**src/rtl/alu_result_stage.sv**
```systemverilog
// ----------------------------------------------------------------------------
// alu_result_stage
//   Registered writeback stage behind the 32-bit ALU. Captures the result,
//   op-qualified flags and ALUop into a 2-entry FIFO with valid/ready on both
//   sides, and keeps a sticky overflow status bit.
//
//   Optional feature macro: ALU_RESULT_STATS_EN
//     defined   -> saturating counters stat_ops / stat_ovf are built
//     undefined -> stat_ops / stat_ovf are tied to 0 (ports unchanged)
//
// Ports
//   clk, resetn            clock (rising edge), async active-low reset
//   in_valid / in_ready    producer handshake (in_ready registered)
//   in_aluop, in_result    ALUop and ALU result
//   in_overflow/carryout/zero  raw ALU flags
//   out_valid / out_ready  consumer handshake
//   out_result, out_flags  head entry; flags = {overflow, carry, zero}
//   ovf_sticky, sticky_clr sticky qualified overflow and its sync clear
//   stat_ops, stat_ovf     accepted-entry / qualified-overflow counters
// ----------------------------------------------------------------------------
module alu_result_stage #(
   parameter int unsigned DATA_WIDTH = 32,
   parameter int unsigned CNT_WIDTH  = 16
) (
   input  logic                  clk,
   input  logic                  resetn,
   input  logic                  in_valid,
   output logic                  in_ready,
   input  logic [2:0]            in_aluop,
   input  logic [DATA_WIDTH-1:0] in_result,
   input  logic                  in_overflow,
   input  logic                  in_carryout,
   input  logic                  in_zero,
   output logic                  out_valid,
   input  logic                  out_ready,
   output logic [DATA_WIDTH-1:0] out_result,
   output logic [2:0]            out_flags,
   output logic                  ovf_sticky,
   input  logic                  sticky_clr,
   output logic [CNT_WIDTH-1:0]  stat_ops,
   output logic [CNT_WIDTH-1:0]  stat_ovf
);

   localparam logic [2:0] OP_ADD = 3'b010;
   localparam logic [2:0] OP_SUB = 3'b110;

   typedef enum logic [1:0] {
      ST_EMPTY = 2'd0,
      ST_ONE   = 2'd1,
      ST_FULL  = 2'd2
   } state_t;

   typedef struct packed {
      logic [DATA_WIDTH-1:0] result;
      logic [2:0]            flags;   // {overflow, carry, zero}
   } entry_t;

   state_t state, state_nxt;
   entry_t head, tail, head_nxt, tail_nxt, in_entry;
   logic   push, pop, arith_op;

   assign push = in_valid & in_ready;
   assign pop  = out_valid & out_ready;

   // Only ADD/SUB produce meaningful overflow/carry; zero always passes.
   always_comb begin
      arith_op        = (in_aluop == OP_ADD) || (in_aluop == OP_SUB);
      in_entry.result = in_result;
      in_entry.flags  = {in_overflow & arith_op, in_carryout & arith_op, in_zero};
   end

   // Occupancy FSM: next state and next head/tail contents.
   always_comb begin
      state_nxt = state;
      head_nxt  = head;
      tail_nxt  = tail;
      case (state)
         ST_EMPTY: begin
            if (push) begin
               state_nxt = ST_ONE;
               head_nxt  = in_entry;
            end
         end
         ST_ONE: begin
            case ({push, pop})
               2'b10: begin
                  state_nxt = ST_FULL;
                  tail_nxt  = in_entry;
               end
               2'b01: state_nxt = ST_EMPTY;
               2'b11: head_nxt  = in_entry;   // head consumed, replaced by new entry
               default: ;
            endcase
         end
         ST_FULL: begin
            if (pop) begin
               state_nxt = ST_ONE;
               head_nxt  = tail;
            end
         end
         default: state_nxt = ST_EMPTY;
      endcase
   end

   // State, storage and handshake registers.
   always_ff @(posedge clk or negedge resetn) begin
      if (!resetn) begin
         state     <= ST_EMPTY;
         head      <= '0;
         tail      <= '0;
         in_ready  <= 1'b1;
         out_valid <= 1'b0;
      end else begin
         state     <= state_nxt;
         head      <= head_nxt;
         tail      <= tail_nxt;
         in_ready  <= (state_nxt != ST_FULL);
         out_valid <= (state_nxt != ST_EMPTY);
      end
   end

   assign out_result = head.result;
   assign out_flags  = head.flags;

   // Sticky overflow: a qualifying push wins over a same-cycle clear.
   always_ff @(posedge clk or negedge resetn) begin
      if (!resetn)                       ovf_sticky <= 1'b0;
      else if (push && in_entry.flags[2]) ovf_sticky <= 1'b1;
      else if (sticky_clr)                ovf_sticky <= 1'b0;
   end

`ifdef ALU_RESULT_STATS_EN
   // Saturating statistics counters, cleared only by reset.
   always_ff @(posedge clk or negedge resetn) begin
      if (!resetn) begin
         stat_ops <= '0;
         stat_ovf <= '0;
      end else if (push) begin
         if (stat_ops != '1) stat_ops <= stat_ops + CNT_WIDTH'(1);
         if (in_entry.flags[2] && (stat_ovf != '1)) stat_ovf <= stat_ovf + CNT_WIDTH'(1);
      end
   end
`else
   assign stat_ops = '0;
   assign stat_ovf = '0;
`endif

endmodule
```
**config.mk**
```make
export PLATFORM = sky130hd
export DESIGN_NAME = alu_result_stage
export DESIGN_NICKNAME = d
export VERILOG_FILES = /design/src/rtl/alu_result_stage.sv
export SDC_FILE = /design/constraint.sdc
export NUM_CORES = 1
export LEC_CHECK = 0
export ABC_AREA = 1
export BUFFER_PORTS_ARGS = -buffer_cell sky130_fd_sc_hd__buf_2
export CORE_UTILIZATION = 54
export CTS_CLUSTER_DIAMETER = 120
export DETAILED_ROUTE_END_ITERATION = 8
export GPL_ROUTABILITY_DRIVEN = 0
export GPL_TIMING_DRIVEN = 1
export PLACE_DENSITY = 0.84
export SKIP_LAST_GASP = 1
export SYNTH_ARGS = -nofsm -noshare
export SYNTH_HDL_FRONTEND = slang
export SYNTH_SLANG_ARGS = --single-unit
```
**constraint.sdc**
```tcl
create_clock -name clk -period 2.6 [get_ports clk]
set_clock_uncertainty 0.1 [all_clocks]
set_input_delay 0.26 -clock clk [delete_from_list [all_inputs] [get_ports clk]]
set_output_delay 0.26 -clock clk [all_outputs]
set_load 0.005 [all_outputs]
```
# Yosys cells after proc, flatten, opt, wreduce, memory -nomap -nowiden
# Index checks and enable logic that the tools add are counted.
totals:
  regBits: 75
  latchBits: 0
  ramBits: 0
  mem_bits_ro: 0
  out_inout_bits: 70
  elab_cells: 41
  memories: 0
classes:
  n_addsub: 0
  n_mul: 0
  n_div: 0
  n_lt_le_gt_ge: 0
  eq_ne: 11
  shifts: 0
  muxes: 10
  n_bitwise: 4
  n_reduce_logical: 8
op_table:
  columns: ["cell", "n"]
  rows:
  - ["$mux W35", 3]
  - ["$pmux W35 S3", 1]
  - ["$eq A2 B2 Y1 const B", 3]
  - ["$ne A2 B2 Y1 const B", 3]
  - ["$pmux W2 S3", 1]
  - ["$and A1 B1 Y1", 4]
  - ["$eq A2 B1 Y1 const B", 2]
  - ["$mux W2", 2]
  - ["$pmux W2 S2", 1]
  - ["$reduce_and A4 Y1", 1]
  - ["$reduce_bool A2 Y1", 2]
  - ["$eq A3 B2 Y1 const B", 1]
  - ["$eq A3 B3 Y1 const B", 1]
  - ["$reduce_bool A3 Y1", 1]
  - ["$logic_not A2 Y1", 1]
  - ["$mux W1", 2]
  - ["$ne A2 B1 Y1 const B", 1]
  - ["$reduce_and A2 Y1", 1]
  - ["$logic_and A1 B1 Y1", 1]
  - ["$logic_or A1 B1 Y1", 1]

# Longest topological paths before layout
# Gate-level depths: netlist of the first run.
depth:
  depth_word: 5
  depth_mapped: 8

# Worst setup path before layout of the first run
# Ideal clock, no wire load.
synth_timing:
  path_type: "register to register"
  start: "register in_ready"
  end: "register tail[29] (netlist name)"
  setup_ns: 0.130
  arrival_ns: 1.174
  slack_ns: 1.196
  path_stages_with_launch: 7
  period_less_slack_ns: 1.404
  cell_sequence: "dfstp_2 -> nand2_1 -> nor2_1 -> nand3_1 -> clkbuf_1 -> nand2_1 -> o21ai_1"
synth_via:
  elab_chain_cells: 3
synth_rtl:
  columns: ["element", "line_no", "source"]
  rows:
  - ["from (decl)", "28", "output logic in_ready,"]
  - ["from (signal assigned)", "117", "in_ready <= (state_nxt != ST_FULL);"]
  - ["$and A1 B1 Y1", "62", "assign push = in_valid & in_ready;"]
  - ["$eq A2 B2 Y1", "85", "case ({push, pop})"]
  - ["$reduce_and A2 Y1 (no line)", null, null]
  - ["to (signal assigned)", "116", "tail <= tail_nxt;"]
  - ["to (decl)", "59", "entry_t head, tail, head_nxt, tail_nxt, in_entry;"]
# Every way passes these cells.
# A chain may end at the register's enable or synchronous reset.

# Worst setup path in the final report of the first run
layout_timing:
  start: "register state[1]"
  end: "register head, in the netlist out_result[28]"
layout_via:
  elab_chain_cells: 3
layout_rtl:
  columns: ["element", "line_no", "source"]
  rows:
  - ["from (decl)", "58", "state_t state, state_nxt;"]
  - ["from (signal assigned)", "114", "state <= state_nxt;"]
  - ["$eq A2 B1 Y1, or another cell as far along", "77", "case (state)"]
  - ["$ne A2 B1 Y1 (no line), or another cell as far along", null, null]
  - ["$reduce_and A4 Y1 (no line)", null, null]
  - ["to (signal assigned)", "115", "head <= head_nxt;"]
  - ["to (decl)", "59", null]
# Several ways; a longest one is shown, not always the timed one.

==> metrics, run 1 <==
I/O Pins 113; top cell type's share of synthesized area 53.60%; CP max FO 35; switch share 38.73%; synth top area cells dfrtp_1, nand2_1, buf_4, o21ai_1, o21ai_0; Leak 2.232 nW; Power per Cell Area 1147 nW/um^2; synth unique cells 17; Register-to-Register Path Depth 7; most frequent cells in the layout nand2_1, buf_2, dfrtp_1; largest net degree at the start of global routing 76; status complete, no violations; met3 Usage GRT 4.444%; end of the worst hold path tail[28]; CTS Buf Count 9; Hold Path Stages 3; clock tree root buffer cell clkbuf_8; DRC 0; most common cell after layout, fill and taps aside nand2_1; 1st-pass router iterations 4; CTS Hold Bufs 2; Max Slew Vio Count 0; clock sinks 75; post-synthesis sequential area ratio 54.36%; total setup buffers inserted after CTS 0; die height 81.99 um; initial antenna violation count 0; global-route wire length before repair 11.06 mm; Synth Warn # 0; Setup crit start kind register; NumNets Final 548; post-synth top area cell dfrtp_1; XOR/XNOR Fraction of Synth Area 0%; hold wc startpoint in_result[25]; peak supply drop 0.0007736 V; ant diodes 0; DR iter-0 viols 116; simple-gate share of the synthesized area 21.01%; Post-Synthesis Cells 430; fillers 520; highest clock rate 517.8 MHz; final setup fails 0; Worst-Margin Slew 922.8 ps; clock tree buffer depth 2; final WL 6.490 mm; mux contribution to synthesized area 0%; Final ANT Viol Nets 0; Reg area 1878 um^2; H-tree depth 3; Synth Area in Compound Gates 10.47%; number of buffers added on ports 79; combinational family with the most area after synthesis simple AND/OR/NAND/NOR gates; vias in the first global route 2562; worst skew pair latency 330 ps; CP Class reg -> reg; Vias 2734; Hold Crit Class in -> reg; slew margin rel. 38.48%; Max Cap Viol 0; Worst Path Required 2770 ps; hpwl dp 4.305 mm; Worst EP arrival 2100 ps; FF+latch count, synth 75; setup_tns 0 ps; post_cts resized 0; RSZ-0062 raised after global routing false; Pint 2.792 mW; CP endpoint kind register; overall routing resource usage 21.89%; row count 28; P&R area growth vs syn 14.99%; met2 Use GR 36.53%; final core occ 65.55%; combinational share of power 38.2%; met1 Use GR 27.90%; Core Box Area 6061 um^2; Fin. Hold Viols 0; synthesized cell area 3455 um^2; R2R Setup Slk 670 ps; Avg Inst Size Synth 8.034 um^2; Worst R2R Start state[1]; Die Wd 81.99 um; Via density 4.674; GRT Residual Overflow 0; Period minus WS final 1931 ps; period utilisation layout 74.28%; wire length per cell 11.09 um; Adder-Cell Fraction of Synth Area 0%; register share of total power 44.5%; clock share of power 17.3%; initial core utilization 57.00%; share of cells above drive strength 1 20.00%; R2R Path End out_result[28]; Most Crowded Layer GR met2; Psw 1.765 mW; Worst-path clk slew 70 ps; CTS tree yes; Die Area 6722 um^2; Multi-input gate area 1217 um^2
-- sequential cells by signal, indices dropped and copies added, names as in the netlist --
name	flops
in_ready	1
out_flags	3
out_result	32
out_valid	1
ovf_sticky	1
state	2
tail	35
-- metrics by stage --
stage | hold slack [ps] | cells | total power, mW | worst slack (ps) | instance area, um^2
after global routing | 73.77 | 585 | 5.019 | 421.4 | 3973
after detailed placement | 360.5 | 567 | 3.801 | 668.0 | 3780
after CTS | 68.66 | 585 | 4.612 | 629.3 | 3973
after global placement | 352.2 | 567 | 3.704 | 758.1 | 3780
final | 80.78 | 585 | 4.557 | 668.7 | 3973
after floorplan | -135.6 | 461 | 3.230 | 1196 | 3571
-- power groups by stage --
| stage | sequential (mW) | clock, mW | combinational, mW |
|---|---|---|---|
| after floorplan | 2.03 | 0 | 1.20 |
| after global placement | 2.01 | 0 | 1.70 |
| after detailed placement | 2.04 | 0 | 1.76 |
| after CTS | 2.03 | 0.814 | 1.77 |
| after global routing | 2.10 | 0.855 | 2.06 |
| final | 2.03 | 0.790 | 1.74 |
-- logic make-up (layout without fill, tap and decap cells) --
family,after synthesis,after routing
compound gates,72,72
buf+inv,92,141
other cells,1,32
simple gates,190,190
flops,75,75
-- critical path: stages (launching register included) --
cell and delay (ps):
dfrtp_1 410, inv_1 150, nand3_1 90, nand2_1 100, nand2_2 240, inv_2 550
nand2_1 120, nand2_1 90
-- cells in the mapped netlist (all sizes together) --
cell type,n
nand4,1
conb,1
o22ai,1
dfrtp,74
inv,40
clkbuf,10
dfstp,1
nand2,182
o21ai,71
buf,42
nand3,4
nor2,3
-- final cells by class --
class | count | area share [%]
clock buffers | 14 | 4.094
clock inverters | 2 | 0.2520
inverters | 40 | 3.780
multi-input cells | 294 | 30.65
flip-flops and latches | 75 | 47.28
well taps | 75 | 2.362
repair buffers | 85 | 11.59
-- routing by layer --
metal | up-vias | wire (um)
met5 | - | 0
met4 | 0 | 60
met3 | 7 | 302
met2 | 77 | 2991
met1 | 1248 | 3135
li1 | 1402 | -
-- how the worst max path moves through the flow --
| stage | startpoint | endpoint | cells after the start |
|---|---|---|---|
| finish | state[1] | out_result[28] | 7 |
| global route | state[1] | out_result[15] | 7 |
| CTS | state[1] | out_result[28] | 7 |
| detailed placement | state[1] | out_result[28] | 7 |
| global placement | state[1] | out_result[27] | 7 |
| floorplan | in_ready | tail[29] | 6 |
(Power assumes the default switching activity.)
==> inputs of run 2 (changes only) <==
ABC_AREA = 0   (was 1)
CORE_UTILIZATION = 51   (was 54)
PLACE_DENSITY = 0.8   (was 0.84)
clock period = 1.85 ns   (was 2.6 ns; I/O delays follow)
==> metrics, run 2 <==
die height 85.53 um (+4.3%); Power per Cell Area 1495 nW/um^2 (+30%); Post-Synthesis Cells 245 (-43%); vias in the first global route 2365 (-7.7%); final setup fails 0 (unchanged); largest register by flop count tail; Worst-path clk slew 80 ps (about the same); status complete, no violations; global-route wire length before repair 10.94 mm (-1.1%); clock sinks 75 (unchanged); CP max FO 20 (-43%); post-synthesis sequential area ratio 52.78% (-1.6 points); peak supply drop 0.0007304 V (-5.6%); Max Cap Viol 0 (unchanged); share of cells above drive strength 1 56.99% (+37 points); ant diodes 0 (unchanged); final WL 6.637 mm (+2.3%); combinational share of power 36.6% (-1.6 points); Worst Path Required 1980 ps (-790 ps); Synth Warn # 0 (unchanged); Avg Inst Size Synth 14.52 um^2 (+81%); top cell type's share of synthesized area 52.04% (-1.6 points); P&R area growth vs syn 28.69%; hpwl dp 4.312 mm (+0.17%); H-tree depth 3 (unchanged); Via density 4.996 (+6.9%); CP Class reg -> reg; Fin. Hold Viols 0 (unchanged); setup_tns 0 ps (unchanged); RSZ-0062 raised after global routing false; CTS tree yes; Psw 1.932 mW (+9.5%); max reg flops 35 (unchanged); synth top area cells dfrtp_1, mux2_2, buf_4, buf_6, o32ai_4; highest clock rate 562.6 MHz (+8.7%); wire length per cell 14.68 um (+32%); number of buffers added on ports 79 (unchanged); synth unique cells 24 (+7); clock tree root buffer cell clkbuf_8; Leak 2.133 nW (-4.5%); most frequent cells in the layout mux2_2, buf_2, dfrtp_1; register share of total power 42.2% (-2.3 points); Synth top cells by count mux2_2, dfrtp_1, buf_4; most common cell after layout, fill and taps aside mux2_2; Pint 4.915 mW (+76%); largest net degree at the start of global routing 48 (-37%); Setup crit start kind register; async set-or-reset flop fraction in the synthesized netlist 100.0% (unchanged); Final ANT Viol Nets 0 (unchanged); Die Area 7315 um^2 (+8.8%); NumNets Final 410 (-25%); most used flip-flop cell after synthesis dfrtp_1; post-synth top area cell dfrtp_1; GRT Residual Overflow 0 (unchanged); clock tree buffer depth 2 (unchanged); CTS Buf Count 9 (unchanged); Vias 2258 (-17%); clock share of power 21.2% (+3.9 points); 1st-pass router iterations 6 (+2); initial antenna violation count 0 (unchanged); post_cts resized 0 (unchanged); initial core utilization 52.67% (-4.3 points); Max Slew Vio Count 0 (unchanged); Core Box Area 6756 um^2 (+11%); FF+latch count, synth 75 (unchanged); Worst EP arrival 1910 ps (-190 ps); DRC 0 (unchanged); Hold Crit Class in -> reg; synthesized cell area 3558 um^2 (+3.0%); Die Wd 85.53 um (+4.3%); cell with the most instances after synthesis mux2_2; Post-synth EDFFs 0 (unchanged); I/O Pins 113 (unchanged); worst skew pair latency 340 ps (about the same); row count 30 (+7.1%); switch share 28.22% (-11 points); Period minus WS final 1777 ps (-153.9 ps); total setup buffers inserted after CTS 0 (unchanged); CP endpoint kind register; DR iter-0 viols 56 (-52%); period utilisation layout 96.08% (+22 points); total power 6.847 mW (+50%); overall routing resource usage 19.75% (-2.1 points)
run 2: cell types whose count changed after synthesis, sizes merged, moves of 2 or more:
cell	delta
clkbuf	-10
inv	-39
nor2	-3
and3b	+3
o21ai	-68
mux2	+105
nand2	-179
a21oi	+2
nand3	-3
run 2: metrics by stage:
step	area [um^2]	utilization, %	instances	hold slack, ps	worst slack (ps)
2_1_floorplan	3675	-	276	-210.6	34.58
3_3_place_gp	4001	59.22	402	30.43	95.21
3_5_place_dp	4001	59.22	402	29.54	75.99
4_1_cts	4579	67.78	452	2.132	65.05
5_1_grt	4579	67.78	452	4.507	33.05
6_report	4579	67.78	452	14.05	72.57
run 2: cell type report:
class	instances	area (um^2)
Tap cell	80	100.1
Fill cell	481	2177
Timing Repair Buffer	122	893.4
Clock buffer	13	168.9
Sequential cell	75	1878
Multi-Input combinational cell	158	1466
Inverter	1	3.754
Clock inverter	3	68.82
run 2: worst paths after layout:
path	startpoint	to	slack [ps]	depth (start not counted)
max in group asynchronous	resetn	tail[19]	850	3
max reg2reg	in_ready	out_result[7]	70	4
min	in_result[7]	tail[10]	10	2
min in group asynchronous	resetn	tail[7]	220	2
min reg2reg	out_result[15]	out_result[15]	400	1
max	in_ready	out_result[7]	70	4
run 2: critical path, stage by stage, from the launching register on:
cell	delay [ps]
dfstp_2	530
nand2_1	90
o32ai_4	370
buf_12	220
mux2_2	360
run 2: what timing repair did:
action | 4_1_cts | 5_1_grt
hold endpoints to repair | 61 | 0
hold buffers | 34 | 0
setup endpoints to repair | 0 | 0
run 2: layer usage:
| metal | global-route usage (%) | wire length [um] | up-vias |
|---|---|---|---|
| li1 | - | - | 1045 |
| met1 | 22.68 | 2808 | 1123 |
| met2 | 34.69 | 3413 | 74 |
| met3 | 4.524 | 267 | 16 |
| met4 | 10.00 | 147 | 0 |
| met5 | 0 | 0 | - |
run 2: cells by family (layout without fill, tap and decap cells):
| group | Yosys count | in the layout | synth area share [%] |
|---|---|---|---|
| compound gates | 10 | 10 | 2.356 |
| buf+inv | 43 | 139 | 9.494 |
| flops | 75 | 75 | 52.78 |
| mux | 105 | 105 | 33.23 |
| other cells | 1 | 32 | 0.1054 |
| simple gates | 11 | 11 | 2.040 |
run 2: power by group through the flow:
stage	combinational, mW	clock (mW)	sequential, mW
floorplan	1.63	0	2.87
global placement	2.40	0	2.84
detailed placement	2.48	0	2.90
CTS	2.54	1.49	2.88
global route	2.73	1.55	2.99
finish	2.51	1.45	2.89
==> inputs of run 3 (changes only) <==
GPL_TIMING_DRIVEN = 0   (was 1)
==> metrics, run 3 (synthesis results as in run 2) <==
status complete, no violations; initial antenna violation count 0 (unchanged); global-route wire length before repair 10.56 mm (-3.5%); CTS Buf Count 9 (unchanged); NumNets Final 450 (+9.8%); Fin. Hold Viols 0 (unchanged); highest clock rate 540.9 MHz (-3.9%); clock tree root buffer cell clkbuf_8; Worst Slack Setup Final 1.200 ps (-71.37 ps); Leak 2.361 nW (+11%); clock tree buffer depth 2 (unchanged); initial core utilization 52.67% (unchanged); DR iter-0 viols 65 (+16%); Power per Cell Area 1438 nW/um^2 (-3.9%); period utilisation layout 99.94% (+3.9 points); row count 30 (unchanged); Die Wd 85.53 um (unchanged); largest register by flop count tail; RSZ-0062 raised after global routing true; final WL 6.879 mm (+3.6%); max reg flops 35 (unchanged); hpwl dp 4.477 mm (+3.8%); CP Class reg -> reg; CP endpoint kind register; wire length per cell 13.98 um (-4.8%); Final ANT Viol Nets 0 (unchanged); Worst EP arrival 1980 ps (+70 ps); CTS tree yes; vias in the first global route 2256 (-4.6%); most frequent cells in the layout mux2_2, buf_2, dfrtp_1; Core Box Area 6756 um^2 (unchanged); Die Area 7315 um^2 (unchanged); total power 7.027 mW (+2.6%); clock sinks 75 (unchanged); Setup crit start kind register; overall routing resource usage 19.07% (-0.69 points); share of cells above drive strength 1 62.14% (+5.1 points); DRC 0 (unchanged); peak supply drop 0.0007909 V (+8.3%); most common cell after layout, fill and taps aside mux2_2; CP max FO 10 (-50%); Reg area 1879 um^2 (about the same); Max Slew Vio Count 0 (unchanged); R2R Setup Slk 1 ps (-70 ps); Multi-input gate area 1494 um^2 (+1.9%); Via density 4.797 (-4.0%); Worst Path Required 1980 ps (about the same); Max Cap Viol 0 (unchanged); P&R area growth vs syn 37.38%; largest net degree at the start of global routing 44 (-8.3%); Period minus WS final 1849 ps (+71.37 ps); final setup fails 0 (unchanged); Worst-path clk slew 80 ps (about the same); ant diodes 0 (unchanged); worst skew pair latency 340 ps (about the same); fillers 449 (-6.7%); GRT Residual Overflow 0 (unchanged); die height 85.53 um (unchanged); Hold Crit Class in -> reg; 1st-pass router iterations 6 (unchanged); Vias 2360 (+4.5%); number of buffers added on ports 79 (unchanged); H-tree depth 3 (unchanged); Placement Setup Slack -151.4 ps (-227.4 ps); I/O Pins 113 (unchanged)
## run 3: changes by cell type in the layout (fill, tap and decap cells not counted), moves of 3 or more
cell	previous run	this run
buf_12	7	4
buf_6	0	6
mux2_2	104	97
mux2_4	0	8
clkbuf_8	12	9
buf_4	3	39
## run 3: critical path: stages, from the launching register on
cell and delay, ps:
dfstp_2 570, buf_4 120, and3b_1 220, nand2_2 180, clkbuf_4 260, mux2_2 290
## run 3: layout make-up
| type | count | share of cell area, % |
|---|---|---|
| flip-flops and latches | 75 | 38.44 |
| multi-input cells | 158 | 30.56 |
| repair buffers | 120 | 16.89 |
| plain buffers | 42 | 7.525 |
| clock buffers | 10 | 2.611 |
| well taps | 80 | 2.048 |
| clock inverters | 6 | 1.843 |
| inverters | 1 | 0.07679 |
## run 3: report_power, final
part / leakage, nW / switching (mW) / internal [mW]
sequential: 0.893 / 0.411 / 2.47
clock: 0.106 / 0.596 / 0.762
combinational: 1.36 / 0.999 / 1.79
## run 3: what timing repair did
item,CTS,global route
hold endpoints to repair,63,0
buffers inserted,3,3
pin swaps,1,1
endpoints found under the setup margin,30,30
cloned,0,1
hold buffers,33,0
gates resized for setup,2,22
## run 3: final timing paths
check                                  to  cells past startpoint     startpoint
setup / recovery                 tail[28]                      5       in_ready
hold / removal                   tail[20]                      2  in_result[17]
setup reg to reg                 tail[28]                      5       in_ready
hold reg to reg              out_flags[1]                      1   out_flags[1]
max in group asynchronous  out_result[17]                      3         resetn
min in group asynchronous   out_result[4]                      2         resetn
## run 3: metrics by stage
stage / instances / utilization, % / hold WS, ps / area (um^2) / setup TNS [ps]
finish: 492 / 72.35 / 18.50 / 4888 / 0
detailed placement: 436 / 62.06 / 58.93 / 4193 / -3992
global route: 492 / 72.35 / 1.213 / 4888 / -1738
CTS: 488 / 70.56 / 4.524 / 4767 / 0
floorplan: 276 / - / -210.6 / 3675 / 0
global placement: 435 / 61.72 / 283.7 / 4170 / -3554
## run 3: per-layer routing
layer / vias to the layer above / share of wire (%) / GRT usage (%)
met5: - / 0 / 0
met4: 0 / 1.8 / 9.848
met3: 13 / 4.8 / 4.235
met2: 79 / 50 / 32.36
met1: 1133 / 43 / 22.86
li1: 1135 / - / -
